**src/rtl/axi4_lite_master_arb_if.sv**
```systemverilog
`default_nettype none
// +----------------------------------------------------------------------+
// | axi4_lite_master_arb_if : request/response ports and AXI4-Lite bus   |
// | Revision 1.0                                                         |
// +----------------------------------------------------------------------+
interface axi4_lite_master_arb_if #(
  parameter int ADDR_WIDTH = 32,
  parameter int DATA_WIDTH = 32
);
  localparam int STRB_WIDTH = DATA_WIDTH / 8;

  logic                  wr_valid;
  logic                  wr_ready;
  logic [ADDR_WIDTH-1:0] wr_addr;
  logic [DATA_WIDTH-1:0] wr_data;
  logic [STRB_WIDTH-1:0] wr_strb;
  logic                  rd_valid;
  logic                  rd_ready;
  logic [ADDR_WIDTH-1:0] rd_addr;
  logic                  rsp_valid;
  logic                  rsp_ready;
  logic                  rsp_is_write;
  logic [DATA_WIDTH-1:0] rsp_rdata;
  logic [1:0]            rsp_resp;

  logic [ADDR_WIDTH-1:0] M_AWADDR;
  logic                  M_AWVALID;
  logic                  M_AWREADY;
  logic [DATA_WIDTH-1:0] M_WDATA;
  logic [STRB_WIDTH-1:0] M_WSTRB;
  logic                  M_WVALID;
  logic                  M_WREADY;
  logic [1:0]            M_BRESP;
  logic                  M_BVALID;
  logic                  M_BREADY;
  logic [ADDR_WIDTH-1:0] M_ARADDR;
  logic                  M_ARVALID;
  logic                  M_ARREADY;
  logic [DATA_WIDTH-1:0] M_RDATA;
  logic [1:0]            M_RRESP;
  logic                  M_RVALID;
  logic                  M_RREADY;

  modport master (
    input  wr_valid, wr_addr, wr_data, wr_strb, rd_valid, rd_addr, rsp_ready,
           M_AWREADY, M_WREADY, M_BRESP, M_BVALID, M_ARREADY, M_RDATA, M_RRESP, M_RVALID,
    output wr_ready, rd_ready, rsp_valid, rsp_is_write, rsp_rdata, rsp_resp,
           M_AWADDR, M_AWVALID, M_WDATA, M_WSTRB, M_WVALID, M_BREADY,
           M_ARADDR, M_ARVALID, M_RREADY
  );

  modport slave (
    output wr_valid, wr_addr, wr_data, wr_strb, rd_valid, rd_addr, rsp_ready,
           M_AWREADY, M_WREADY, M_BRESP, M_BVALID, M_ARREADY, M_RDATA, M_RRESP, M_RVALID,
    input  wr_ready, rd_ready, rsp_valid, rsp_is_write, rsp_rdata, rsp_resp,
           M_AWADDR, M_AWVALID, M_WDATA, M_WSTRB, M_WVALID, M_BREADY,
           M_ARADDR, M_ARVALID, M_RREADY
  );
endinterface
`default_nettype wire

```
**src/rtl/axi4_lite_master_arb.sv**
```systemverilog
`default_nettype none
// +----------------------------------------------------------------------+
// | axi4_lite_master_arb : single-outstanding AXI4-Lite master with      |
// | round-robin write/read arbitration. Revision 1.0                     |
// +----------------------------------------------------------------------+
module axi4_lite_master_arb #(
  parameter int ADDR_WIDTH = 32,
  parameter int DATA_WIDTH = 32,
  parameter int STRB_WIDTH = DATA_WIDTH / 8
) (
  input  wire                    ACLK,
  input  wire                    ARESETN,
  axi4_lite_master_arb_if.master bus
);

  typedef enum logic [2:0] {
    S_IDLE    = 3'd0,
    S_WR_REQ  = 3'd1,
    S_WR_RESP = 3'd2,
    S_RD_REQ  = 3'd3,
    S_RD_DATA = 3'd4,
    S_RSP     = 3'd5
  } state_t;

  state_t                state_q, state_d;
  logic                  prefer_write_q, prefer_write_d;
  logic [ADDR_WIDTH-1:0] awaddr_q, awaddr_d;
  logic                  awvalid_q, awvalid_d;
  logic [DATA_WIDTH-1:0] wdata_q, wdata_d;
  logic [STRB_WIDTH-1:0] wstrb_q, wstrb_d;
  logic                  wvalid_q, wvalid_d;
  logic                  bready_q, bready_d;
  logic [ADDR_WIDTH-1:0] araddr_q, araddr_d;
  logic                  arvalid_q, arvalid_d;
  logic                  rready_q, rready_d;
  logic                  rsp_valid_q, rsp_valid_d;
  logic                  rsp_is_write_q, rsp_is_write_d;
  logic [DATA_WIDTH-1:0] rsp_rdata_q, rsp_rdata_d;
  logic [1:0]            rsp_resp_q, rsp_resp_d;

  logic w_idle;
  logic w_wr_grant;
  logic w_rd_grant;
  logic w_aw_done;
  logic w_w_done;

  assign w_idle       = (state_q == S_IDLE);
  assign bus.wr_ready = w_idle && (!bus.rd_valid || prefer_write_q);
  assign bus.rd_ready = w_idle && (!bus.wr_valid || !prefer_write_q);
  assign w_wr_grant   = bus.wr_valid && bus.wr_ready;
  assign w_rd_grant   = bus.rd_valid && bus.rd_ready;
  // A channel counts as done once its valid has dropped or is handshaking now.
  assign w_aw_done    = !awvalid_q || bus.M_AWREADY;
  assign w_w_done     = !wvalid_q  || bus.M_WREADY;

  always_comb begin
    state_d        = state_q;
    prefer_write_d = prefer_write_q;
    awaddr_d       = awaddr_q;
    awvalid_d      = awvalid_q;
    wdata_d        = wdata_q;
    wstrb_d        = wstrb_q;
    wvalid_d       = wvalid_q;
    bready_d       = bready_q;
    araddr_d       = araddr_q;
    arvalid_d      = arvalid_q;
    rready_d       = rready_q;
    rsp_valid_d    = rsp_valid_q;
    rsp_is_write_d = rsp_is_write_q;
    rsp_rdata_d    = rsp_rdata_q;
    rsp_resp_d     = rsp_resp_q;
    case (state_q)
      S_IDLE: begin
        if (w_wr_grant) begin
          awaddr_d       = bus.wr_addr;
          wdata_d        = bus.wr_data;
          wstrb_d        = bus.wr_strb;
          awvalid_d      = 1'b1;
          wvalid_d       = 1'b1;
          prefer_write_d = 1'b0;
          state_d        = S_WR_REQ;
        end else if (w_rd_grant) begin
          araddr_d       = bus.rd_addr;
          arvalid_d      = 1'b1;
          prefer_write_d = 1'b1;
          state_d        = S_RD_REQ;
        end
      end
      S_WR_REQ: begin
        if (awvalid_q && bus.M_AWREADY) awvalid_d = 1'b0;
        if (wvalid_q && bus.M_WREADY)   wvalid_d  = 1'b0;
        if (w_aw_done && w_w_done) begin
          bready_d = 1'b1;
          state_d  = S_WR_RESP;
        end
      end
      S_WR_RESP: begin
        if (bus.M_BVALID) begin
          bready_d       = 1'b0;
          rsp_valid_d    = 1'b1;
          rsp_is_write_d = 1'b1;
          rsp_rdata_d    = '0;
          rsp_resp_d     = bus.M_BRESP;
          state_d        = S_RSP;
        end
      end
      S_RD_REQ: begin
        if (bus.M_ARREADY) begin
          arvalid_d = 1'b0;
          rready_d  = 1'b1;
          state_d   = S_RD_DATA;
        end
      end
      S_RD_DATA: begin
        if (bus.M_RVALID) begin
          rready_d       = 1'b0;
          rsp_valid_d    = 1'b1;
          rsp_is_write_d = 1'b0;
          rsp_rdata_d    = bus.M_RDATA;
          rsp_resp_d     = bus.M_RRESP;
          state_d        = S_RSP;
        end
      end
      S_RSP: begin
        if (bus.rsp_ready) begin
          rsp_valid_d = 1'b0;
          state_d     = S_IDLE;
        end
      end
      default: state_d = S_IDLE;
    endcase
  end

  always_ff @(posedge ACLK or negedge ARESETN) begin
    if (!ARESETN) begin
      state_q        <= S_IDLE;
      prefer_write_q <= 1'b1;
      awaddr_q       <= '0;
      awvalid_q      <= 1'b0;
      wdata_q        <= '0;
      wstrb_q        <= '0;
      wvalid_q       <= 1'b0;
      bready_q       <= 1'b0;
      araddr_q       <= '0;
      arvalid_q      <= 1'b0;
      rready_q       <= 1'b0;
      rsp_valid_q    <= 1'b0;
      rsp_is_write_q <= 1'b0;
      rsp_rdata_q    <= '0;
      rsp_resp_q     <= 2'b00;
    end else begin
      state_q        <= state_d;
      prefer_write_q <= prefer_write_d;
      awaddr_q       <= awaddr_d;
      awvalid_q      <= awvalid_d;
      wdata_q        <= wdata_d;
      wstrb_q        <= wstrb_d;
      wvalid_q       <= wvalid_d;
      bready_q       <= bready_d;
      araddr_q       <= araddr_d;
      arvalid_q      <= arvalid_d;
      rready_q       <= rready_d;
      rsp_valid_q    <= rsp_valid_d;
      rsp_is_write_q <= rsp_is_write_d;
      rsp_rdata_q    <= rsp_rdata_d;
      rsp_resp_q     <= rsp_resp_d;
    end
  end

  assign bus.M_AWADDR     = awaddr_q;
  assign bus.M_AWVALID    = awvalid_q;
  assign bus.M_WDATA      = wdata_q;
  assign bus.M_WSTRB      = wstrb_q;
  assign bus.M_WVALID     = wvalid_q;
  assign bus.M_BREADY     = bready_q;
  assign bus.M_ARADDR     = araddr_q;
  assign bus.M_ARVALID    = arvalid_q;
  assign bus.M_RREADY     = rready_q;
  assign bus.rsp_valid    = rsp_valid_q;
  assign bus.rsp_is_write = rsp_is_write_q;
  assign bus.rsp_rdata    = rsp_rdata_q;
  assign bus.rsp_resp     = rsp_resp_q;

endmodule
`default_nettype wire
```
**src/flat_wrapper.sv**
```systemverilog
// flat-port wrapper written by rule: the top's interface ports become plain ports
module axi4_lite_master_arb_flat 
#(
  parameter int ADDR_WIDTH = 32,
  parameter int DATA_WIDTH = 32,
  parameter int STRB_WIDTH = DATA_WIDTH / 8
)
  (ACLK, ARESETN, bus_wr_valid, bus_wr_addr, bus_wr_data, bus_wr_strb, bus_rd_valid, bus_rd_addr, bus_rsp_ready, bus_M_AWREADY, bus_M_WREADY, bus_M_BRESP, bus_M_BVALID, bus_M_ARREADY, bus_M_RDATA, bus_M_RRESP, bus_M_RVALID, bus_wr_ready, bus_rd_ready, bus_rsp_valid, bus_rsp_is_write, bus_rsp_rdata, bus_rsp_resp, bus_M_AWADDR, bus_M_AWVALID, bus_M_WDATA, bus_M_WSTRB, bus_M_WVALID, bus_M_BREADY, bus_M_ARADDR, bus_M_ARVALID, bus_M_RREADY);
  axi4_lite_master_arb_if #(.ADDR_WIDTH(ADDR_WIDTH), .DATA_WIDTH(DATA_WIDTH)) bus_i ();
  input  wire ACLK;
  input  wire ARESETN;
  input wire logic [$bits(bus_i.wr_valid)-1:0] bus_wr_valid;
  input wire logic [$bits(bus_i.wr_addr)-1:0] bus_wr_addr;
  input wire logic [$bits(bus_i.wr_data)-1:0] bus_wr_data;
  input wire logic [$bits(bus_i.wr_strb)-1:0] bus_wr_strb;
  input wire logic [$bits(bus_i.rd_valid)-1:0] bus_rd_valid;
  input wire logic [$bits(bus_i.rd_addr)-1:0] bus_rd_addr;
  input wire logic [$bits(bus_i.rsp_ready)-1:0] bus_rsp_ready;
  input wire logic [$bits(bus_i.M_AWREADY)-1:0] bus_M_AWREADY;
  input wire logic [$bits(bus_i.M_WREADY)-1:0] bus_M_WREADY;
  input wire logic [$bits(bus_i.M_BRESP)-1:0] bus_M_BRESP;
  input wire logic [$bits(bus_i.M_BVALID)-1:0] bus_M_BVALID;
  input wire logic [$bits(bus_i.M_ARREADY)-1:0] bus_M_ARREADY;
  input wire logic [$bits(bus_i.M_RDATA)-1:0] bus_M_RDATA;
  input wire logic [$bits(bus_i.M_RRESP)-1:0] bus_M_RRESP;
  input wire logic [$bits(bus_i.M_RVALID)-1:0] bus_M_RVALID;
  output wire logic [$bits(bus_i.wr_ready)-1:0] bus_wr_ready;
  output wire logic [$bits(bus_i.rd_ready)-1:0] bus_rd_ready;
  output wire logic [$bits(bus_i.rsp_valid)-1:0] bus_rsp_valid;
  output wire logic [$bits(bus_i.rsp_is_write)-1:0] bus_rsp_is_write;
  output wire logic [$bits(bus_i.rsp_rdata)-1:0] bus_rsp_rdata;
  output wire logic [$bits(bus_i.rsp_resp)-1:0] bus_rsp_resp;
  output wire logic [$bits(bus_i.M_AWADDR)-1:0] bus_M_AWADDR;
  output wire logic [$bits(bus_i.M_AWVALID)-1:0] bus_M_AWVALID;
  output wire logic [$bits(bus_i.M_WDATA)-1:0] bus_M_WDATA;
  output wire logic [$bits(bus_i.M_WSTRB)-1:0] bus_M_WSTRB;
  output wire logic [$bits(bus_i.M_WVALID)-1:0] bus_M_WVALID;
  output wire logic [$bits(bus_i.M_BREADY)-1:0] bus_M_BREADY;
  output wire logic [$bits(bus_i.M_ARADDR)-1:0] bus_M_ARADDR;
  output wire logic [$bits(bus_i.M_ARVALID)-1:0] bus_M_ARVALID;
  output wire logic [$bits(bus_i.M_RREADY)-1:0] bus_M_RREADY;
  assign bus_i.wr_valid = bus_wr_valid;
  assign bus_i.wr_addr = bus_wr_addr;
  assign bus_i.wr_data = bus_wr_data;
  assign bus_i.wr_strb = bus_wr_strb;
  assign bus_i.rd_valid = bus_rd_valid;
  assign bus_i.rd_addr = bus_rd_addr;
  assign bus_i.rsp_ready = bus_rsp_ready;
  assign bus_i.M_AWREADY = bus_M_AWREADY;
  assign bus_i.M_WREADY = bus_M_WREADY;
  assign bus_i.M_BRESP = bus_M_BRESP;
  assign bus_i.M_BVALID = bus_M_BVALID;
  assign bus_i.M_ARREADY = bus_M_ARREADY;
  assign bus_i.M_RDATA = bus_M_RDATA;
  assign bus_i.M_RRESP = bus_M_RRESP;
  assign bus_i.M_RVALID = bus_M_RVALID;
  assign bus_wr_ready = bus_i.wr_ready;
  assign bus_rd_ready = bus_i.rd_ready;
  assign bus_rsp_valid = bus_i.rsp_valid;
  assign bus_rsp_is_write = bus_i.rsp_is_write;
  assign bus_rsp_rdata = bus_i.rsp_rdata;
  assign bus_rsp_resp = bus_i.rsp_resp;
  assign bus_M_AWADDR = bus_i.M_AWADDR;
  assign bus_M_AWVALID = bus_i.M_AWVALID;
  assign bus_M_WDATA = bus_i.M_WDATA;
  assign bus_M_WSTRB = bus_i.M_WSTRB;
  assign bus_M_WVALID = bus_i.M_WVALID;
  assign bus_M_BREADY = bus_i.M_BREADY;
  assign bus_M_ARADDR = bus_i.M_ARADDR;
  assign bus_M_ARVALID = bus_i.M_ARVALID;
  assign bus_M_RREADY = bus_i.M_RREADY;
  axi4_lite_master_arb #(.ADDR_WIDTH(ADDR_WIDTH), .DATA_WIDTH(DATA_WIDTH), .STRB_WIDTH(STRB_WIDTH)) u_core (.ACLK(ACLK), .ARESETN(ARESETN), .bus(bus_i));
endmodule
```
**config.mk**
```make
export PLATFORM = sky130hd
export DESIGN_NAME = axi4_lite_master_arb_flat
export DESIGN_NICKNAME = d
export VERILOG_FILES = /design/src/rtl/axi4_lite_master_arb_if.sv /design/src/rtl/axi4_lite_master_arb.sv /design/src/flat_wrapper.sv
export SDC_FILE = /design/constraint.sdc
export NUM_CORES = 1
export LEC_CHECK = 0
export ABC_CLOCK_PERIOD_IN_PS = 4500
export BUFFER_PORTS_ARGS = -buffer_cell sky130_fd_sc_hd__buf_2
export CORE_MARGIN = 3
export CORE_UTILIZATION = 49
export DETAILED_ROUTE_END_ITERATION = 8
export PLACE_DENSITY = 0.86
export SYNTH_ARGS = -nofsm -noshare
export SYNTH_HDL_FRONTEND = slang
export SYNTH_SLANG_ARGS = --single-unit
```
**constraint.sdc**
```tcl
create_clock -name ACLK -period 4.5 [get_ports ACLK]
set_input_delay 0.225 -clock ACLK [delete_from_list [all_inputs] [get_ports ACLK]]
set_output_delay 0.225 -clock ACLK [all_outputs]
set_load 0.02 [all_outputs]
```
==> metrics.txt, run 1 <==
count of nets left with antenna violations after detail routing 0; placed cell areas 7130 µm²; post-synthesis cell type count 32; type of destination of the critical path flop; HPWL after detailed placement 10700 µm; Initial DRT Pass Iterations 5; die outline width 113 µm; result of the run finished, final reports clean; number of cells in the finished layout apart from fillers 809; Achievable Freq 0.405 GHz; initial antenna violation count 0; fraction of the cycle the final worst path needs 54.9%; Core Util, Final 69.8%; area delta synth->final 37.3%; via count 4142; routed wire length 14700 µm; Synth Warn # 0; post-synthesis async set-or-reset flop share 100%; Final Wtd Congestion 0.832; pin count of the biggest net entering global routing 101; Slew Limit Headroom 23.6%; count of flip-flops with a built-in enable after synthesis 0; number of clock sinks 145; Final Skew 7.56 ps; number of setup buffers added after CTS 0; number of core rows 38; number of pins with negative max-slew slack in the final report 0; drt first-iter violations 246; Power Internal 3.87 mW; peak fanout along the critical path 69; via-per-instance ratio 5.12; average footprint of a synthesized cell 15.3 µm²; wire length of the first global-routing pass 23400 µm; depth of the CTS H-tree 4; clock tree from TritonCTS yes; top-area cell type share of the netlist area 64.3%; power share of the clock group 20.0%; number of top-level pins 289; core area 11000 µm²; final instance area 7700 µm²; All-Layer GR Usage 23.6%; die outline area 12800 µm²; dpl ws 2000 ps; number of cells traversed by the worst register-to-register path 3; Data required, critical path 4790 ps; number of standard cells after synthesis 367; data arrival time of the critical path 2760 ps; drt drc 0; number of CTS-inserted buffers 17; total design power 6.38 mW; fraction of layout cells with a size suffix above 1 63.7%; number of hold-slack violations in the final timing report 0; final-layout fill cell count 781; total of buffers placed on input and output ports 288; minimum hold slack 30.9 ps; Crit Path Category flop to flop; least setup slack across all paths after layout 2030 ps; maximum ir drop on the vdd rail 521 µV; number of nets in the synthesized netlist 513; area leader, netlist dfrtp_1; nets@finish 802; dominant register cell in the synthesized netlist dfrtp_1; Leakage 4.00 nW; Critical Path Start Type flop; cell depth of the worst min-delay path 2; Clock Path Buffers 2; Setup violations, final 0; Crit Reg-Reg Endpoint u_core.bus.M_AWADDR[27]; top routing layer in use met4; total net switching power 2.51 mW; Die Span Y 113 µm; WHS Endpoint u_core.bus.M_AWADDR[11]; unrepaired setup endpoints after global routing false; area of the multi-input gates 1870 µm²; metal1 wirelength 5280 µm; count of cells resized by post-cts repair 0; average wire length per cell after detail routing 18.2 µm; shortest clock period the worst path allows after layout 2470 ps; Congestion Overflow GR 0; number of synthesized register bits 145; number of cells in the design after placement 774; slew at the pin with the worst max-slew slack 1140 ps; Power Density 829 nW/µm²; proportion of synthesized chip area in sequential cells 64.8%; dominant cells by area after synthesis dfrtp_1 64%, mux2_2 19%, a22o_1 5.0%; total negative slack 0 ps; met3 wire len 1540 µm; Register Area 3630 µm²; WL met2 7670 µm; Worst R2R Setup Slack 2030 ps; Sequential Power Share 36.9%; clock insertion delay at the later pin of the skew report 420 ps; clock-pin slew on the worst setup and hold paths 60 ps; number of global-route vias before repair 4646; startpoint of the worst-slack reg-to-reg timing path u_core.state_q[0]; cell area after synthesis 5610 µm²; combinational cell fraction of total power 43.1%; ANT cells 0; worst hold path class input port to flop; worst hold start bus_wr_addr[11]; sw frac 39.3%; initial core utilization 50.8%; max_cap viols 0; CTS Root Cell clkbuf_16
-- worst max-delay path, cell delays in order (launching register included) --
cell	delay, ps
dfrtp_1	600
nor3_4	360
nand3_4	750
mux2_2	590
-- how the worst max path moves through the flow --
stage / startpoint / endpoint / depth (start not counted)
2_1_floorplan: u_core.state_q[0] / u_core.bus.M_WDATA[14] / 6
4_1_cts: u_core.state_q[0] / u_core.bus.M_ARADDR[16] / 3
6_report: u_core.state_q[0] / u_core.bus.M_AWADDR[27] / 3
3_5_place_dp: u_core.state_q[0] / u_core.bus.M_ARADDR[11] / 3
5_1_grt: u_core.state_q[0] / u_core.bus.M_WDATA[5] / 3
3_3_place_gp: u_core.state_q[0] / u_core.bus.M_WDATA[22] / 3
-- registers in the layout (all words and copies together) (netlist names), 2 cells and up --
name                  cells
u_core.bus.rsp_resp       2
u_core.state_q            3
u_core.bus.M_AWADDR      32
u_core.bus.M_WSTRB        4
u_core.bus.M_ARADDR      32
u_core.bus.M_WDATA       32
u_core.bus.rsp_rdata     32
-- layout by cell type (no fill, tap or decap), drive strengths merged, types with 3 or more instances in the layout --
master / Yosys / layout
buf: 20 / 289
dfrtp: 144 / 144
mux2: 102 / 102
a22o: 32 / 32
clkbuf: 2 / 23
nand2: 11 / 11
a21oi: 10 / 10
o21ai: 8 / 8
nor2: 7 / 7
clkinv: 0 / 6
nand2b: 5 / 5
nor3: 4 / 4
nor2b: 3 / 3
dlygate4sd3: 0 / 3
-- final cells by class --
cell class	count	share of cell area [%]
Sequential cell	145	47.2
Tap cell	140	2.28
Timing Repair Buffer	292	19.3
Multi-Input combinational cell	200	24.3
Clock inverter	9	0.748
Clock buffer	23	6.21
-- routing by layer --
layer	track usage, %	up-vias
met5	0	-
met3	10.4	17
met2	41.7	208
met1	25.3	2005
met4	7.37	0
li1	-	1912
-- cells in the mapped netlist, types with 3 or more instances --
| library cell | count |
|---|---|
| nand2_1 | 11 |
| buf_2 | 14 |
| a22o_1 | 32 |
| o21ai_0 | 8 |
| mux2_4 | 9 |
| nor2b_1 | 3 |
| nand2b_1 | 5 |
| dfrtp_1 | 144 |
| nor2_1 | 7 |
| a21oi_1 | 10 |
| mux2_2 | 93 |
| buf_1 | 3 |
-- power by group through the flow --
stage                     clock (mW)  combinational (mW)  sequential [mW]
after floorplan                    0                1.06             3.06
after global placement             0                2.69             2.31
after detailed placement           0                2.77             2.35
after CTS                       1.29                2.79             2.35
after global routing            1.36                2.94             2.44
final                           1.27                2.75             2.36
-- cell families (layout without fill, tap and decap cells) --
| kind of cell | Yosys count | count (layout) | synth area share, % |
|---|---|---|---|
| flops | 145 | 145 | 64.8 |
| buf+inv | 22 | 324 | 2.12 |
| simple gates | 41 | 41 | 4.33 |
| mux | 104 | 104 | 21.5 |
| compound gates | 55 | 55 | 7.34 |
-- what timing repair did --
action                                  4_1_cts  5_1_grt
endpoints found under the hold margin       100        0
hold buffers                                  3        0
endpoints found under the setup margin        0        0
Note: power is estimated with default switching activity, not from simulation.
==> run 2, diff against run 1 <==
--- a/config.mk
+++ b/config.mk
@@ -5,12 +5,12 @@
 export SDC_FILE = /design/constraint.sdc
 export NUM_CORES = 1
 export LEC_CHECK = 0
-export ABC_CLOCK_PERIOD_IN_PS = 4500
+export ABC_CLOCK_PERIOD_IN_PS = 2400
 export BUFFER_PORTS_ARGS = -buffer_cell sky130_fd_sc_hd__buf_2
 export CORE_MARGIN = 3
-export CORE_UTILIZATION = 49
+export CORE_UTILIZATION = 45
 export DETAILED_ROUTE_END_ITERATION = 8
-export PLACE_DENSITY = 0.86
+export PLACE_DENSITY = 0.8
 export SYNTH_ARGS = -nofsm -noshare
 export SYNTH_HDL_FRONTEND = slang
 export SYNTH_SLANG_ARGS = --single-unit
==> constraint.sdc (replaced) <==
create_clock -name ACLK -period 2.4 [get_ports ACLK]
set_input_delay 0.12 -clock ACLK [delete_from_list [all_inputs] [get_ports ACLK]]
set_output_delay 0.12 -clock ACLK [all_outputs]
set_load 0.02 [all_outputs]
==> run 2 against run 1 <==
  * Clock skew fell by 0.89 ps
  * Critical path type unchanged
  * Final cell count rose by 21%
  * Clock power rose by 120%
  * Maximum frequency rose by 29%
  * Via count rose by 20%
  * Total power rose by 100%
  * Sequential share of layout area fell by 8.1 points
  * Setup slack got worse by 1500 ps
  * Utilization rose by 7.0 points
  * Wire length rose by 26%
  * Largest cell class unchanged
  * Non-clock buffer count rose by 144
==> metrics.txt, run 2 (synthesized netlist as in run 1, its figures left out) <==
result of the run finished, final reports clean; Leakage 4.67 nW (+17%); count of nets left with antenna violations after detail routing 0 (unchanged); Congestion Overflow GR 0 (unchanged); die outline area 13800 µm² (+8.4%); total net switching power 4.92 mW (+96%); Initial DRT Pass Iterations 5 (unchanged); wire length of the first global-routing pass 30000 µm (+29%); drt drc 0 (unchanged); average wire length per cell after detail routing 18.9 µm (+4.0%); total negative slack 0 ps (unchanged); fraction of the cycle the final worst path needs 80.0% (+25 points); initial core utilization 46.3% (-4.5 points); fraction of layout cells with a size suffix above 1 53.5% (-10 points); drt first-iter violations 321 (+30%); combinational cell fraction of total power 43.4% (+0.3 points); leading cell types in the layout, fill and taps excluded 287 x buf_2, 144 x dfrtp_1, 139 x dlygate4sd3_1, 93 x mux2_2, 32 x a22o_1; shortest clock period the worst path allows after layout 1920 ps (-553 ps); area delta synth->final 65.9%; Achievable Freq 0.521 GHz (+29%); number of top-level pins 289 (unchanged); crit path cell chain nor3_4 > nand3_4 > buf_12 > mux2_2; cell type group with the largest total delay on the critical path simple AND/OR/NAND/NOR gates; Slew Limit Headroom 58.2% (+35 points); maximum ir drop on the vdd rail 930 µV (+79%); via count 4955 (+20%); slew at the pin with the worst max-slew slack 627 ps (-516 ps); core area 12100 µm² (+9.8%); type of destination of the critical path flop; number of CTS-inserted buffers 17 (unchanged); final-layout fill cell count 694 (-11%); number of core rows 40 (+5.3%); Crit Reg-Reg Endpoint u_core.bus.M_AWADDR[28]; unrepaired setup endpoints after global routing false; Final Wtd Congestion 0.798 (-4.2%); depth of the CTS H-tree 4 (unchanged); start point of the critical path u_core.state_q[2]; Power Internal 7.91 mW (+100%); crit path capture u_core.bus.M_AWADDR[28]; HPWL after detailed placement 10500 µm (-1.8%); leading cell type in the layout, fill and taps excluded buf_2; power share of the clock group 22.2% (+2.2 points); number of cells traversed by the worst register-to-register path 4 (+1); via-per-instance ratio 5.05 (-1.4%); Setup violations, final 0 (unchanged); clock tree from TritonCTS yes; Die Span Y 118 µm (+4.1%); dpl ws 502 ps (-1500 ps); path length in cells of the critical path 4 (+1); sw frac 38.4% (-0.95 points); number of buffers and inverters on the critical path 1 (+1); highest cell delay on the worst timing path 550 ps (-200 ps); Clock Path Buffers 2 (unchanged); number of hold-slack violations in the final timing report 0 (unchanged); Critical Path Start Type flop; cell depth of the worst min-delay path 3 (+1); number of clock sinks 145 (unchanged); least setup slack across all paths after layout 481 ps (-1550 ps); total of buffers placed on input and output ports 288 (unchanged); Worst R2R Setup Slack 480 ps (-1550 ps); routed wire length 18600 µm (+26%); clock-pin slew on the worst setup and hold paths 60 ps (about the same); initial antenna violation count 1 (+1); nets@finish 946 (+18%); Crit Path Category flop to flop; cell type of the slowest stage on the worst timing path dfrtp_1; Power Density 1380 nW/µm² (+67%); die outline width 118 µm (+4.1%); Final Skew 6.67 ps (-0.890 ps); CTS Root Cell clkbuf_16; number of setup buffers added after CTS 0 (unchanged); All-Layer GR Usage 27.6% (+4.0 points); clock insertion delay at the later pin of the skew report 420 ps (about the same); worst hold path class input port to flop; number of pins with negative max-slew slack in the final report 0 (unchanged); Data required, critical path 2690 ps (-2100 ps); Sequential Power Share 34.4% (-2.5 points); peak fanout along the critical path 45 (-35%); pin count of the biggest net entering global routing 69 (-32%); startpoint of the worst-slack reg-to-reg timing path u_core.state_q[2]; data arrival time of the critical path 2210 ps (-550 ps); number of global-route vias before repair 5514 (+19%); max_cap viols 0 (unchanged)
[run 2: changes by cell type in the layout (fill, tap and decap cells not counted), moves of 3 or more]
cell / before / now
buf_12: 0 / 3
buf_4: 1 / 6
bufinv_16: 0 / 4
clkinv_2: 5 / 2
dlygate4sd3_1: 3 / 139
[run 2: metrics by stage]
stage               hold slack, ps  instance area (µm²)  total power [mW]  utilization (%)  instances
floorplan                     -176                 5610              7.71                -        367
global placement               149                 7260              9.43             60.0        810
detailed placement             149                 7260              9.64             60.0        810
CTS                           6.14                 9300              12.7             76.7        981
global route                  45.1                 9300              13.4             76.8        982
finish                        24.8                 9300              12.8             76.8        982
[run 2: routing by layer]
| layer | GRT usage (%) | share of wire, % | wire length [µm] |
|---|---|---|---|
| met4 | 12.0 | 3.0 | 551 |
| met3 | 8.99 | 7.3 | 1350 |
| met2 | 49.6 | 54 | 9980 |
| met1 | 29.6 | 36 | 6690 |
| met5 | 0 | 0 | 0 |
[run 2: worst min-delay path, stage by stage]
cell     delay (ps)
buf_2            80
mux2i_1          50
o21ai_0         150
[run 2: area by class of cell]
type	instances	area, µm²	area share (%)
clock inverters	9	153	1.64
flip-flops and latches	145	3630	39.0
multi-input cells	200	1870	20.1
well taps	168	210	2.26
repair buffers	436	2940	31.7
clock buffers	23	488	5.25
diodes	1	2.50	0.0269
[run 2: how the worst min path moves through the flow]
stage	start	end	slack, ps
6_report	bus_M_RRESP[1]	u_core.bus.rsp_resp[1]	20
3_5_place_dp	ARESETN	u_core.bus.rsp_rdata[11]	150
4_1_cts	bus_M_RRESP[1]	u_core.bus.rsp_resp[1]	6
3_3_place_gp	ARESETN	u_core.bus.rsp_rdata[11]	150
5_1_grt	bus_M_RRESP[1]	u_core.bus.rsp_resp[1]	50
2_1_floorplan	ARESETN	u_core.bus.M_ARADDR[0]	-180
[run 2: power by group through the flow]
stage	clock [mW]	combinational (mW)	sequential, mW
global route	3.00	5.91	4.53
finish	2.85	5.58	4.41
global placement	0	5.17	4.26
detailed placement	0	5.31	4.33
floorplan	0	1.98	5.73
CTS	2.87	5.52	4.32
[run 2: repair_timing]
item	4_1_cts	5_1_grt
endpoints found under the hold margin	202	0
endpoints found under the setup margin	0	0
gates resized for setup	0	0
hold buffers	139	0
==> run 3, diff against run 2 <==
--- a/config.mk
+++ b/config.mk
@@ -5,12 +5,12 @@
 export SDC_FILE = /design/constraint.sdc
 export NUM_CORES = 1
 export LEC_CHECK = 0
-export ABC_CLOCK_PERIOD_IN_PS = 2400
+export ABC_CLOCK_PERIOD_IN_PS = 1600
 export BUFFER_PORTS_ARGS = -buffer_cell sky130_fd_sc_hd__buf_2
 export CORE_MARGIN = 3
-export CORE_UTILIZATION = 45
+export CORE_UTILIZATION = 41
 export DETAILED_ROUTE_END_ITERATION = 8
-export PLACE_DENSITY = 0.8
+export PLACE_DENSITY = 0.76
 export SYNTH_ARGS = -nofsm -noshare
 export SYNTH_HDL_FRONTEND = slang
 export SYNTH_SLANG_ARGS = --single-unit
==> constraint.sdc (replaced) <==
create_clock -name ACLK -period 1.6 [get_ports ACLK]
set_input_delay 0.08 -clock ACLK [delete_from_list [all_inputs] [get_ports ACLK]]
set_output_delay 0.08 -clock ACLK [all_outputs]
set_load 0.02 [all_outputs]
==> run 3 against run 2 <==
  * First-iteration DRC count decreased by 49%
  * Largest power group unchanged
  * Hold slack about the same
  * Final area increased by 2.5%
  * Maximum frequency increased by 18%
  * Critical path type unchanged
  * Sequential power increased by 51%
  * The flow now finishes with violations (negative setup slack)
  * Total power increased by 51%
==> metrics.txt, run 3 (synthesized netlist as in run 1, its figures left out) <==
Critical Path Start Type flop; clock-pin slew on the worst setup and hold paths 60 ps (about the same); fraction of layout cells with a size suffix above 1 55.3% (+1.8 points); pin count of the biggest net entering global routing 70 (+1.4%); CTS Root Cell clkbuf_16; via count 5021 (+1.3%); drt drc 0 (unchanged); clock insertion delay at the later pin of the skew report 420 ps (about the same); core area 13300 µm² (+9.8%); Clock Path Buffers 2 (unchanged); Crit Path Category flop to flop; leading cell type in the layout, fill and taps excluded buf_2; WHS Endpoint u_core.bus.M_AWVALID; number of cells traversed by the worst register-to-register path 5 (+1); Die Span Y 123 µm (+4.5%); clock tree from TritonCTS yes; All-Layer GR Usage 24.4% (-3.2 points); Data required, critical path 1890 ps (-800 ps); Leakage 4.77 nW (+2.3%); Final Skew 13.2 ps (+6.54 ps); number of global-route vias before repair 5487 (-0.49%); depth of the CTS H-tree 4 (unchanged); Achievable Freq 0.614 GHz (+18%); result of the run finished with violations; unrepaired setup endpoints after global routing true; type of destination of the critical path flop; data arrival time of the critical path 1920 ps (-290 ps); least setup slack across all paths after layout -28.1 ps (-509 ps); count of nets left with antenna violations after detail routing 0 (unchanged); total of buffers placed on input and output ports 288 (unchanged); Power Density 2030 nW/µm² (+47%); number of core rows 42 (+5.0%); placed cell areas 7320 µm² (+0.79%); number of CTS-inserted buffers 17 (unchanged); number of clock sinks 145 (unchanged); Crit Reg-Reg Endpoint u_core.bus.M_WDATA[16]; routed wire length 18800 µm (+1.1%); worst hold path class input port to flop; cell depth of the worst min-delay path 3 (unchanged); Final Wtd Congestion 0.832 (+4.3%); violated checks negative setup slack; worst hold start bus_wr_valid; initial antenna violation count 0 (-1); peak fanout along the critical path 17 (-62%); average wire length per cell after detail routing 18.6 µm (-1.5%); total design power 19.4 mW (+51%); die outline width 123 µm (+4.5%); initial core utilization 42.2% (-4.1 points); final instance area 9530 µm² (+2.5%); Worst R2R Setup Slack -30 ps (-510 ps); wire length of the first global-routing pass 28200 µm (-6.2%); startpoint of the worst-slack reg-to-reg timing path u_core.state_q[0]; fraction of the cycle the final worst path needs 102% (+22 points); die outline area 15100 µm² (+9.2%); number of top-level pins 289 (unchanged); Setup violations, final 21 (+21); Slew Limit Headroom 77.5% (+19 points); area delta synth->final 70.1%; number of hold-slack violations in the final timing report 0 (unchanged); slew at the pin with the worst max-slew slack 333 ps (-294 ps); Core Util, Final 71.7% (-5.1 points); Initial DRT Pass Iterations 4 (-1); via-per-instance ratio 4.98 (-1.3%); number of pins with negative max-slew slack in the final report 0 (unchanged); Congestion Overflow GR 0 (unchanged); drt first-iter violations 163 (-49%); leading cell types in the layout, fill and taps excluded 286 x buf_2, 141 x dfrtp_1, 140 x dlygate4sd3_1, 92 x mux2_2, 32 x a22o_1; max_cap viols 0 (unchanged); HPWL after detailed placement 10900 µm (+3.3%); maximum ir drop on the vdd rail 1480 µV (+59%); shortest clock period the worst path allows after layout 1630 ps (-291 ps); nets@finish 963 (+1.8%)
[run 3: routing by layer]
layer	global-route usage, %	part of all wire [%]
met3	8.05	8.7
met2	43.6	52
met5	0	0
met1	26.1	37
met4	10.6	2.4
[run 3: worst max path at each step]
stage / from / end / slack [ps]
final: u_core.state_q[0] / u_core.bus.M_WDATA[16] / -30
after global routing: u_core.state_q[0] / u_core.bus.M_AWADDR[30] / -100
after CTS: u_core.state_q[2] / u_core.bus.M_WDATA[17] / -30
after detailed placement: u_core.state_q[0] / u_core.bus.rsp_rdata[10] / -210
after global placement: u_core.state_q[0] / u_core.bus.rsp_rdata[18] / -120
after floorplan: u_core.state_q[0] / u_core.bus.M_WDATA[14] / 20
[run 3: cell type report]
cell class,instances,area [µm²]
multi-input combinational,201,1920
sequential,145,3630
clock buffer,18,439
clock inverter,14,154
tap,176,220
antenna,2,5.00
timing repair buffer,452,3160
fill,788,3760
[run 3: power breakdown]
part	switching [mW]	internal [mW]
Clock	1.60	2.35
Sequential	1.13	5.51
Combinational	4.87	3.92
Total	7.60	11.8
[run 3: worst max-delay path, cell delays in order (launching register included)]
cell	delay [ps]
dfrtp_2	450
nor3_4	250
buf_6	140
nand3_4	130
clkbuf_16	230
mux2_4	310
[run 3: stage by stage]
step                      hold slack, ps  TNS (ps)  setup slack (ps)  instances
final                               25.1      -247             -28.1       1008
after global routing                33.3     -4520             -97.6       1006
after CTS                           8.29      -178             -25.8        999
after floorplan                     -216         0              22.4        367
after detailed placement          -0.793     -8130              -206        821
after global placement             -5.47     -3610              -117        821
[run 3: what timing repair did]
action,4_1_cts,5_1_grt
endpoints found under the hold margin,283,0
setup buffers,5,5
cloned,1,2
gates resized for setup,11,5
setup endpoints to repair,130,134
hold buffers,140,0
pin swaps,2,4
